===== src/rtl/fifo_rd_stream_pkg.sv =====
// Shared types and helpers for the sfifo read-side streaming adapter.
// Latency: n/a (types and pure functions only).
// Backpressure: n/a.
package fifo_rd_stream_pkg;

  // Buffer operation for one clock edge, encoded as {push, pop}.
  typedef enum logic [1:0] {
    OP_IDLE = 2'b00,
    OP_POP  = 2'b01,
    OP_PUSH = 2'b10,
    OP_BOTH = 2'b11
  } buf_op_e;

  // Room for another read once in-flight and departing words are counted.
  // A pop only happens with occ >= 1, so the 3-bit difference never wraps.
  function automatic logic credit_ok(input logic [1:0] occ,
                                     input logic       inflight,
                                     input logic       pop);
    logic [2:0] level;
    level = {1'b0, occ} + {2'b00, inflight} - {2'b00, pop};
    return level < 3'd2;
  endfunction

endpackage


===== src/rtl/skid_buf2.sv =====
// Two-entry in-order word buffer; head entry is presented directly as the output word.
// Latency: a pushed word is visible on ent0_o the cycle after the push edge when the buffer was empty.
// Backpressure: none internally; the caller must never push into a full buffer without a same-cycle pop.
module skid_buf2
  import fifo_rd_stream_pkg::*;
#(
  parameter int WIDTH = 8
) (
  input  logic             clk,
  input  logic             rst_n,
  input  logic             push_i,
  input  logic             pop_i,
  input  logic [WIDTH-1:0] din_i,
  output logic [1:0]       occ_o,
  output logic [WIDTH-1:0] ent0_o
);

  logic [WIDTH-1:0] ent0_q, ent0_d;
  logic [WIDTH-1:0] ent1_q, ent1_d;
  logic [1:0]       occ_q, occ_d;
  buf_op_e          op;

  assign op     = buf_op_e'({push_i, pop_i});
  assign occ_o  = occ_q;
  assign ent0_o = ent0_q;

  // Next-state: shift on pop, fill the first free slot on push, keep order on both.
  always_comb begin
    ent0_d = ent0_q;
    ent1_d = ent1_q;
    occ_d  = occ_q;
    case (op)
      OP_PUSH: begin
        if (occ_q == 2'd0) ent0_d = din_i;
        else               ent1_d = din_i;
        occ_d = occ_q + 2'd1;
      end
      OP_POP: begin
        ent0_d = ent1_q;
        occ_d  = occ_q - 2'd1;
      end
      OP_BOTH: begin
        if (occ_q == 2'd1) begin
          ent0_d = din_i;
        end else begin
          ent0_d = ent1_q;
          ent1_d = din_i;
        end
      end
      default: begin
        occ_d = occ_q;
      end
    endcase
  end

  // Buffer state registers; reset clears contents so the idle output word is zero.
  always_ff @(posedge clk or negedge rst_n) begin
    if (!rst_n) begin
      ent0_q <= '0;
      ent1_q <= '0;
      occ_q  <= 2'd0;
    end else begin
      ent0_q <= ent0_d;
      ent1_q <= ent1_d;
      occ_q  <= occ_d;
    end
  end

  // The upstream credit logic is what keeps the buffer from overflowing.
  assert property (@(posedge clk) disable iff (!rst_n)
                   !(push_i && !pop_i && occ_q == 2'd2));

  // Occupancy can never leave the 0..2 range.
  assert property (@(posedge clk) disable iff (!rst_n) occ_q != 2'd3);

endmodule


===== src/rtl/fifo_rd_stream.sv =====
// Drains an sfifo read port into a valid/ready stream at up to one word per clock.
// Latency: rinc in cycle N -> word in buffer and m_valid high from cycle N+2.
// Backpressure: m_ready low holds the head word; reads are issued only while buffer credit remains.
module fifo_rd_stream
  import fifo_rd_stream_pkg::*;
#(
  parameter int WIDTH = 8,
  parameter int CNT_W = 16
) (
  input  logic             clk,
  input  logic             rst_n,
  input  logic             en,
  input  logic             fifo_rempty,
  output logic             fifo_rinc,
  input  logic [WIDTH-1:0] fifo_rdata,
  output logic             m_valid,
  input  logic             m_ready,
  output logic [WIDTH-1:0] m_data,
  output logic [1:0]       occ,
  output logic [CNT_W-1:0] rd_cnt
);

  logic             inflight_q;
  logic [CNT_W-1:0] rd_cnt_q, rd_cnt_d;
  logic             pop;

  assign m_valid = (occ != 2'd0);
  assign pop     = m_valid & m_ready;
  assign rd_cnt  = rd_cnt_q;

  // m_ready feeds rinc combinationally so a departing word frees its slot in the same cycle.
  assign fifo_rinc = rst_n & en & ~fifo_rempty & credit_ok(occ, inflight_q, pop);

  // Delivered-word counter, free-running and wrapping.
  always_comb begin
    rd_cnt_d = rd_cnt_q + CNT_W'(pop);
  end

  // An accepted read lands on fifo_rdata one cycle later; reset drops it.
  always_ff @(posedge clk or negedge rst_n) begin
    if (!rst_n) begin
      inflight_q <= 1'b0;
      rd_cnt_q   <= '0;
    end else begin
      inflight_q <= fifo_rinc;
      rd_cnt_q   <= rd_cnt_d;
    end
  end

  skid_buf2 #(
    .WIDTH (WIDTH)
  ) u_buf (
    .clk    (clk),
    .rst_n  (rst_n),
    .push_i (inflight_q),
    .pop_i  (pop),
    .din_i  (fifo_rdata),
    .occ_o  (occ),
    .ent0_o (m_data)
  );

endmodule


===== config.mk =====
export PLATFORM = sky130hd
export DESIGN_NAME = fifo_rd_stream
export DESIGN_NICKNAME = d
export VERILOG_FILES = /design/src/rtl/fifo_rd_stream_pkg.sv /design/src/rtl/skid_buf2.sv /design/src/rtl/fifo_rd_stream.sv
export SDC_FILE = /design/constraint.sdc
export NUM_CORES = 1
export LEC_CHECK = 0
export ABC_AREA = 1
export ABC_CLOCK_PERIOD_IN_PS = 1930
export CAP_MARGIN = 20
export CORE_MARGIN = 10
export CORE_UTILIZATION = 46
export CTS_CLUSTER_DIAMETER = 150
export DETAILED_ROUTE_END_ITERATION = 12
export GPL_TIMING_DRIVEN = 0
export PLACE_DENSITY = 0.82
export SYNTH_ARGS = -nofsm -noshare
export SYNTH_HDL_FRONTEND = slang
export SYNTH_SLANG_ARGS = --single-unit

===== constraint.sdc =====
create_clock -name clk -period 1.93 [get_ports clk]
set_input_delay 0.193 -clock clk [delete_from_list [all_inputs] [get_ports clk]]
set_output_delay 0.193 -clock clk [all_outputs]
set_load 0.01 [all_outputs]

Yosys cells after proc, flatten, opt, wreduce, memory -nomap -nowiden
Cells that the tools add are included.
Widths: inputs -> output; s select.
- output and inout bits: 28
- input bits: 13
- register bits: 35
- $lt $le $gt $ge: 1
- reductions and logical operators: 7
- add/subtract/negate cells: 5
- eq/ne operators: 7
- muxes and demuxes: 7
- bitwise logic cells: 5
- operators with widths (cell ; number):
    $mux 8 ; 4
    $pmux 8 s3 ; 1
    $add 16x1->16 ; 1
    $pmux 8 s2 ; 1
    $reduce_bool 2->1 ; 3
    $and 1x1->1 ; 4
    $eq 2x1->1 const B ; 2
    $eq 2x2->1 const B ; 2
    $ne 2x2->1 const B ; 2
    $pmux 2 s2 ; 1
    $add 2x1->3 ; 1
    $lt 3x2->1 const B ; 1
    $reduce_and 3->1 ; 1
    $reduce_bool 3->1 ; 1
    $sub 3x1->3 ; 1
    $add 2x1->2 const B ; 1
    $logic_not 2->1 ; 1
    $ne 2x1->1 const B ; 1
    $reduce_and 2->1 ; 1
    $sub 2x1->2 const B ; 1
    $not 1->1 ; 1

Logic depth before layout (Yosys ltp)
- depth in word-level cells: 5
- gate-level depth with buffers: 11
- depth with buffers taken out: 10

By module
From an unflattened synthesis, not the netlist that was laid out.
- cells, all modules: 222
- area, all modules: 1880.6 µm²
- modules (own cells, without submodules) (module ; area an instance (µm²) ; sequential area each (µm²) ; instances ; cells an instance):
    skid_buf2 ; 964.7 ; 450.4 ; 1 ; 121
    fifo_rd_stream ; 915.9 ; 425.4 ; 1 ; 101

Worst setup path before layout
No wires, ideal clock.
- path kind: register -> output
- start: register u_buf.occ_q[1] (netlist: u_buf.occ_o[1])
- end: output fifo_rinc
- arrival time: 2.171 ns
- slack: -0.434 ns
- cell stages (with the launch flop): 11
- data required time: 1.737 ns
- path through: dfrtp_1 > inv_1 > ha_1 > inv_2 > nand2_4 > buf_4 > nor2_1 > o21ai_1 > fa_1 > nand4_1 > nor2_1
- cells in the longest elaborated chain, start to end: 5
- ends and longest elaborated chain (element ; line ; source):
    from (decl) ; skid_buf2.sv:20 ; logic [1:0] occ_q, occ_d;
    from (signal assigned) ; skid_buf2.sv:61 ; occ_q <= 2'd0;
    from (signal assigned) ; skid_buf2.sv:65 ; occ_q <= occ_d;
    $reduce_bool 2->1 ; fifo_rd_stream.sv:27 ; assign m_valid = (occ != 2'd0);
    named net m_valid ; fifo_rd_stream.sv:16 ; output logic m_valid,
    $and 1x1->1 ; fifo_rd_stream.sv:28 ; assign pop = m_valid & m_ready;
    $sub 3x1->3 ; fifo_rd_stream_pkg.sv:20 ; level = {1'b0, occ} + {2'b00, inflight} - {2'b00, pop};
    $lt 3x2->1 ; fifo_rd_stream_pkg.sv:21 ; return level < 3'd2;
    $and 1x1->1 ; fifo_rd_stream.sv:32 ; assign fifo_rinc = rst_n & en & ~fifo_rempty & credit_ok(occ, inflight_q, pop);
    to (decl) ; fifo_rd_stream.sv:14 ; output logic fifo_rinc,
The timed path passes the listed nets, and every way through them passes these cells.

Worst setup path in the final report
- start: register u_buf.occ_q[1] (netlist: u_buf.occ_o[1])
- end: output fifo_rinc
- cells in the longest elaborated chain, start to end: 5
- ends and longest elaborated chain (element ; line):
    parallel branches: the longest is 2 deep, another holds $add 2x1->3 ; n/a
    $sub 3x1->3 (*) ; fifo_rd_stream_pkg.sv:20
    $lt 3x2->1 (*) ; fifo_rd_stream_pkg.sv:21
    $and 1x1->1 (*) ; fifo_rd_stream.sv:32
Mark *: on every way between the ends.

==> summary.txt <==
Synth
  • Syn Inst Count: 255
  • Top-area cell type share of the netlist area: 45.4%
  • Synth cell types: 22
  • Mean Syn Cell Area: 7.57 sq um
  • Synth Cell Area: 1930 sq um
  • Largest area contributor in the netlist: dfrtp_1
  • Ranking of synthesized cells by area: dfrtp_1 45%, nand2_1 17%, inv_1 7.6%, nand3_1 5.7%, o21ai_0 3.6%
  • Syn_nets: 273
  • #FFs+latches synth: 35
  • Synth warn: 0
  • Register area share after synthesis: 45.4%

Critical path
  • Crit path max fanout: 3
  • FF-to-FF End: rd_cnt[8]$_DFF_PN0_
  • Critical Path AT: 2.04 ns
  • Reg2reg path depth: 10
  • Data required time of the worst path: 1.74 ns
  • Critical path endpoint category: primary output
  • Crit start category: flip-flop
  • Critical path type: reg -> out
  • Critical R2R Launch: u_buf.occ_o[1]$_DFFE_PN0P_
  • Reg2Reg Setup Slack: 0.16 ns

Cells and area
  • Non-Filler Instances: 361
  • Final core utilization: 64.8%
  • Nets: 328
  • Layout cells sized above 1: 13.2%
  • Filler instances: 351
  • Synth-to-Final Area Change: 35.2%
  • Ant diodes: 0
  • Most frequent cells in the layout: 89 x nand2_1, 37 x inv_1, 37 x clkdlybuf4s50_1
  • Most common cell after layout, fill and taps aside: nand2_1

Drt
  • Number of routed nets with antenna violations: 0
  • DRT iter0 DRCs: 61
  • Drt pass-1 iters: 4
  • DRC: 0
  • DR vias/cell: 4.76
  • Total wire length: 4620 um
  • Routed wire length per instance: 12.8 um
  • Vias: 1717

Power
  • Leakage: 1.28 nW
  • Power per cell area: 1280 nW/um^2
  • Net Sw Frac: 38.5%
  • Post-layout power: 3.34 mW
  • Sw Pwr: 1.29 mW
  • Seq pwr share: 35.7%
  • P_int: 2.06 mW
  • Clock Power Share: 15.3%
  • VDD IR-drop max: 957 uV
  • Logic gate share of total power: 48.9%

Floorplan
  • Die height: 84.8 um
  • DIE WIDTH: 84.8 um
  • Die footprint: 7190 sq um
  • Core Area: 4030 sq um
  • I/O Pins: 41
  • # rows: 23
  • Initial Util: 47.9%

Job
  • Max_cap viols: 0

Placement
  • Routability Congestion: 0.826
  • Placed insts: 345
  • # port buffers: 40
  • Post-detail-place hpwl: 3280 um
  • Setup Slack @ Placement: -0.711 ns

GRT
  • Total GRT Usage: 13.8%
  • Total congestion overflow: 0
  • Initial antenna violation count: 0
  • Global-route wire length before repair: 8220 um
  • Largest net degree at the start of global routing: 37
  • Vias in the first global route: 1820

STA
  • Setup WS post-layout: -0.300 ns
  • RSZ-0062 raised after global routing: true
  • Least-Margin Pin Slew: 0.799 ns
  • WHS: -0.0167 ns
  • Max-slew violations: 0
  • Final Skew: 0.00500 ns
  • Final Hold Viols: 13
  • Endpoints failing setup: 1
  • Final Critical Period: 2.23 ns
  • Worst rel slew slack: 46.7%
  • Final period utilization: 116%
  • Max Clk Rate: 448 MHz

Clock network
  • CTS Buffer Depth: 2
  • Clock Root Buffer: clkbuf_8
  • Clk sinks: 35
  • H-tree levels: 2
  • Worst-path clk slew: 0.07 ns
  • Cts bufs inserted: 5
  • CTS tree: done
  • Clk_lat worst skew: 0.29 ns

Run status
  • Outcome: finished with violations
  • Failing checks: negative hold slack, negative setup slack

Hold path
  • Type of the tightest min-delay check: in -> async
-- kinds of logic after synthesis --
kind of cell	share of synthesized area, %
and+or+nand+nor	31.0
buffers and inverters	9.59
DFF	45.4
AOI/OAI and AO/OA	5.90
xor gates and xnor gates	4.54
adders and majority gates	3.63
-- per-layer routing --
layer / part of all wire (%) / GRT usage [%] / routed length [um]
met1: 41 / 15.1 / 1910
met2: 50 / 23.3 / 2330
met3: 6.6 / 5.31 / 306
met4: 1.7 / 5.84 / 77
met5: 0 / 0 / 0
-- through the flow --
stage          hold WS [ns]  area [sq um]  TNS, ns
6_report            -0.0167          2610   -0.300
5_1_grt              0.0357          2610   -0.404
3_5_place_dp          0.331          2430    -2.73
4_1_cts              0.0124          2580   -0.370
3_3_place_gp          0.490          2440    -7.90
2_1_floorplan        -0.103          1980   -0.191
-- Yosys cell counts (all sizes together) --
library cell,number
nand2,91
nand3,23
ha,4
nand4,5
xnor2,3
nor2,19
buf,4
fa,1
o21ai,21
xor2,7
a21oi,1
inv,41
dfrtp,35
-- power by group through the flow --
stage / clock, mW / combinational, mW / sequential (mW)
6_report: 0.513 / 1.64 / 1.19
5_1_grt: 0.568 / 1.86 / 1.23
4_1_cts: 0.536 / 1.61 / 1.18
3_5_place_dp: 0 / 1.46 / 1.22
3_3_place_gp: 0 / 1.41 / 1.21
2_1_floorplan: 0 / 0.787 / 1.27
-- final cells by class --
| cell class | instances | area (sq um) | area share [%] |
|---|---|---|---|
| repair buffers | 50 | 468 | 17.9 |
| clock buffers | 7 | 76.3 | 2.92 |
| well taps | 50 | 62.6 | 2.40 |
| multi-input cells | 175 | 945 | 36.2 |
| plain buffers | 2 | 16.3 | 0.623 |
| flip-flops and latches | 35 | 878 | 33.7 |
| inverters | 41 | 159 | 6.09 |
| clock inverters | 1 | 5.00 | 0.192 |
-- worst max path at each step --
stage | startpoint | to | slack (ns) | cells after the start
after global routing | u_buf.occ_o[0]$_DFFE_PN0P_ | fifo_rinc | -0.40 | 10
after CTS | u_buf.occ_o[0]$_DFFE_PN0P_ | fifo_rinc | -0.37 | 10
after detailed placement | m_ready | fifo_rinc | -0.71 | 9
after global placement | rst_n | fifo_rinc | -1.05 | 4
final | u_buf.occ_o[1]$_DFFE_PN0P_ | fifo_rinc | -0.30 | 10
after floorplan | u_buf.occ_o[0]$_DFFE_PN0P_ | fifo_rinc | -0.10 | 10
-- state kept, by name, summed over array words and instances, names as in the netlist --
signal,count
u_buf.ent0_o,8
u_buf.ent1_q,8
rd_cnt,16
inflight_q,1
u_buf.occ_o,2
-- what timing repair did --
action                     4_1_cts  5_1_grt
setup endpoints to repair        9        7
gates resized for setup         11        4
hold buffers                     0        0
pin swaps                        6        4
buffers inserted                 9        1
-- worst max-delay path: stages (launching register included) --
cell and delay (ns):
dfrtp_2 0.36, inv_2 0.05, ha_4 0.18, inv_6 0.07
nand2_8 0.05, nor2_4 0.11, o21ai_2 0.07, fa_1 0.49
nand4_1 0.08, nor2_2 0.13, buf_2 0.14
Power figures use the tool's default switching activity.
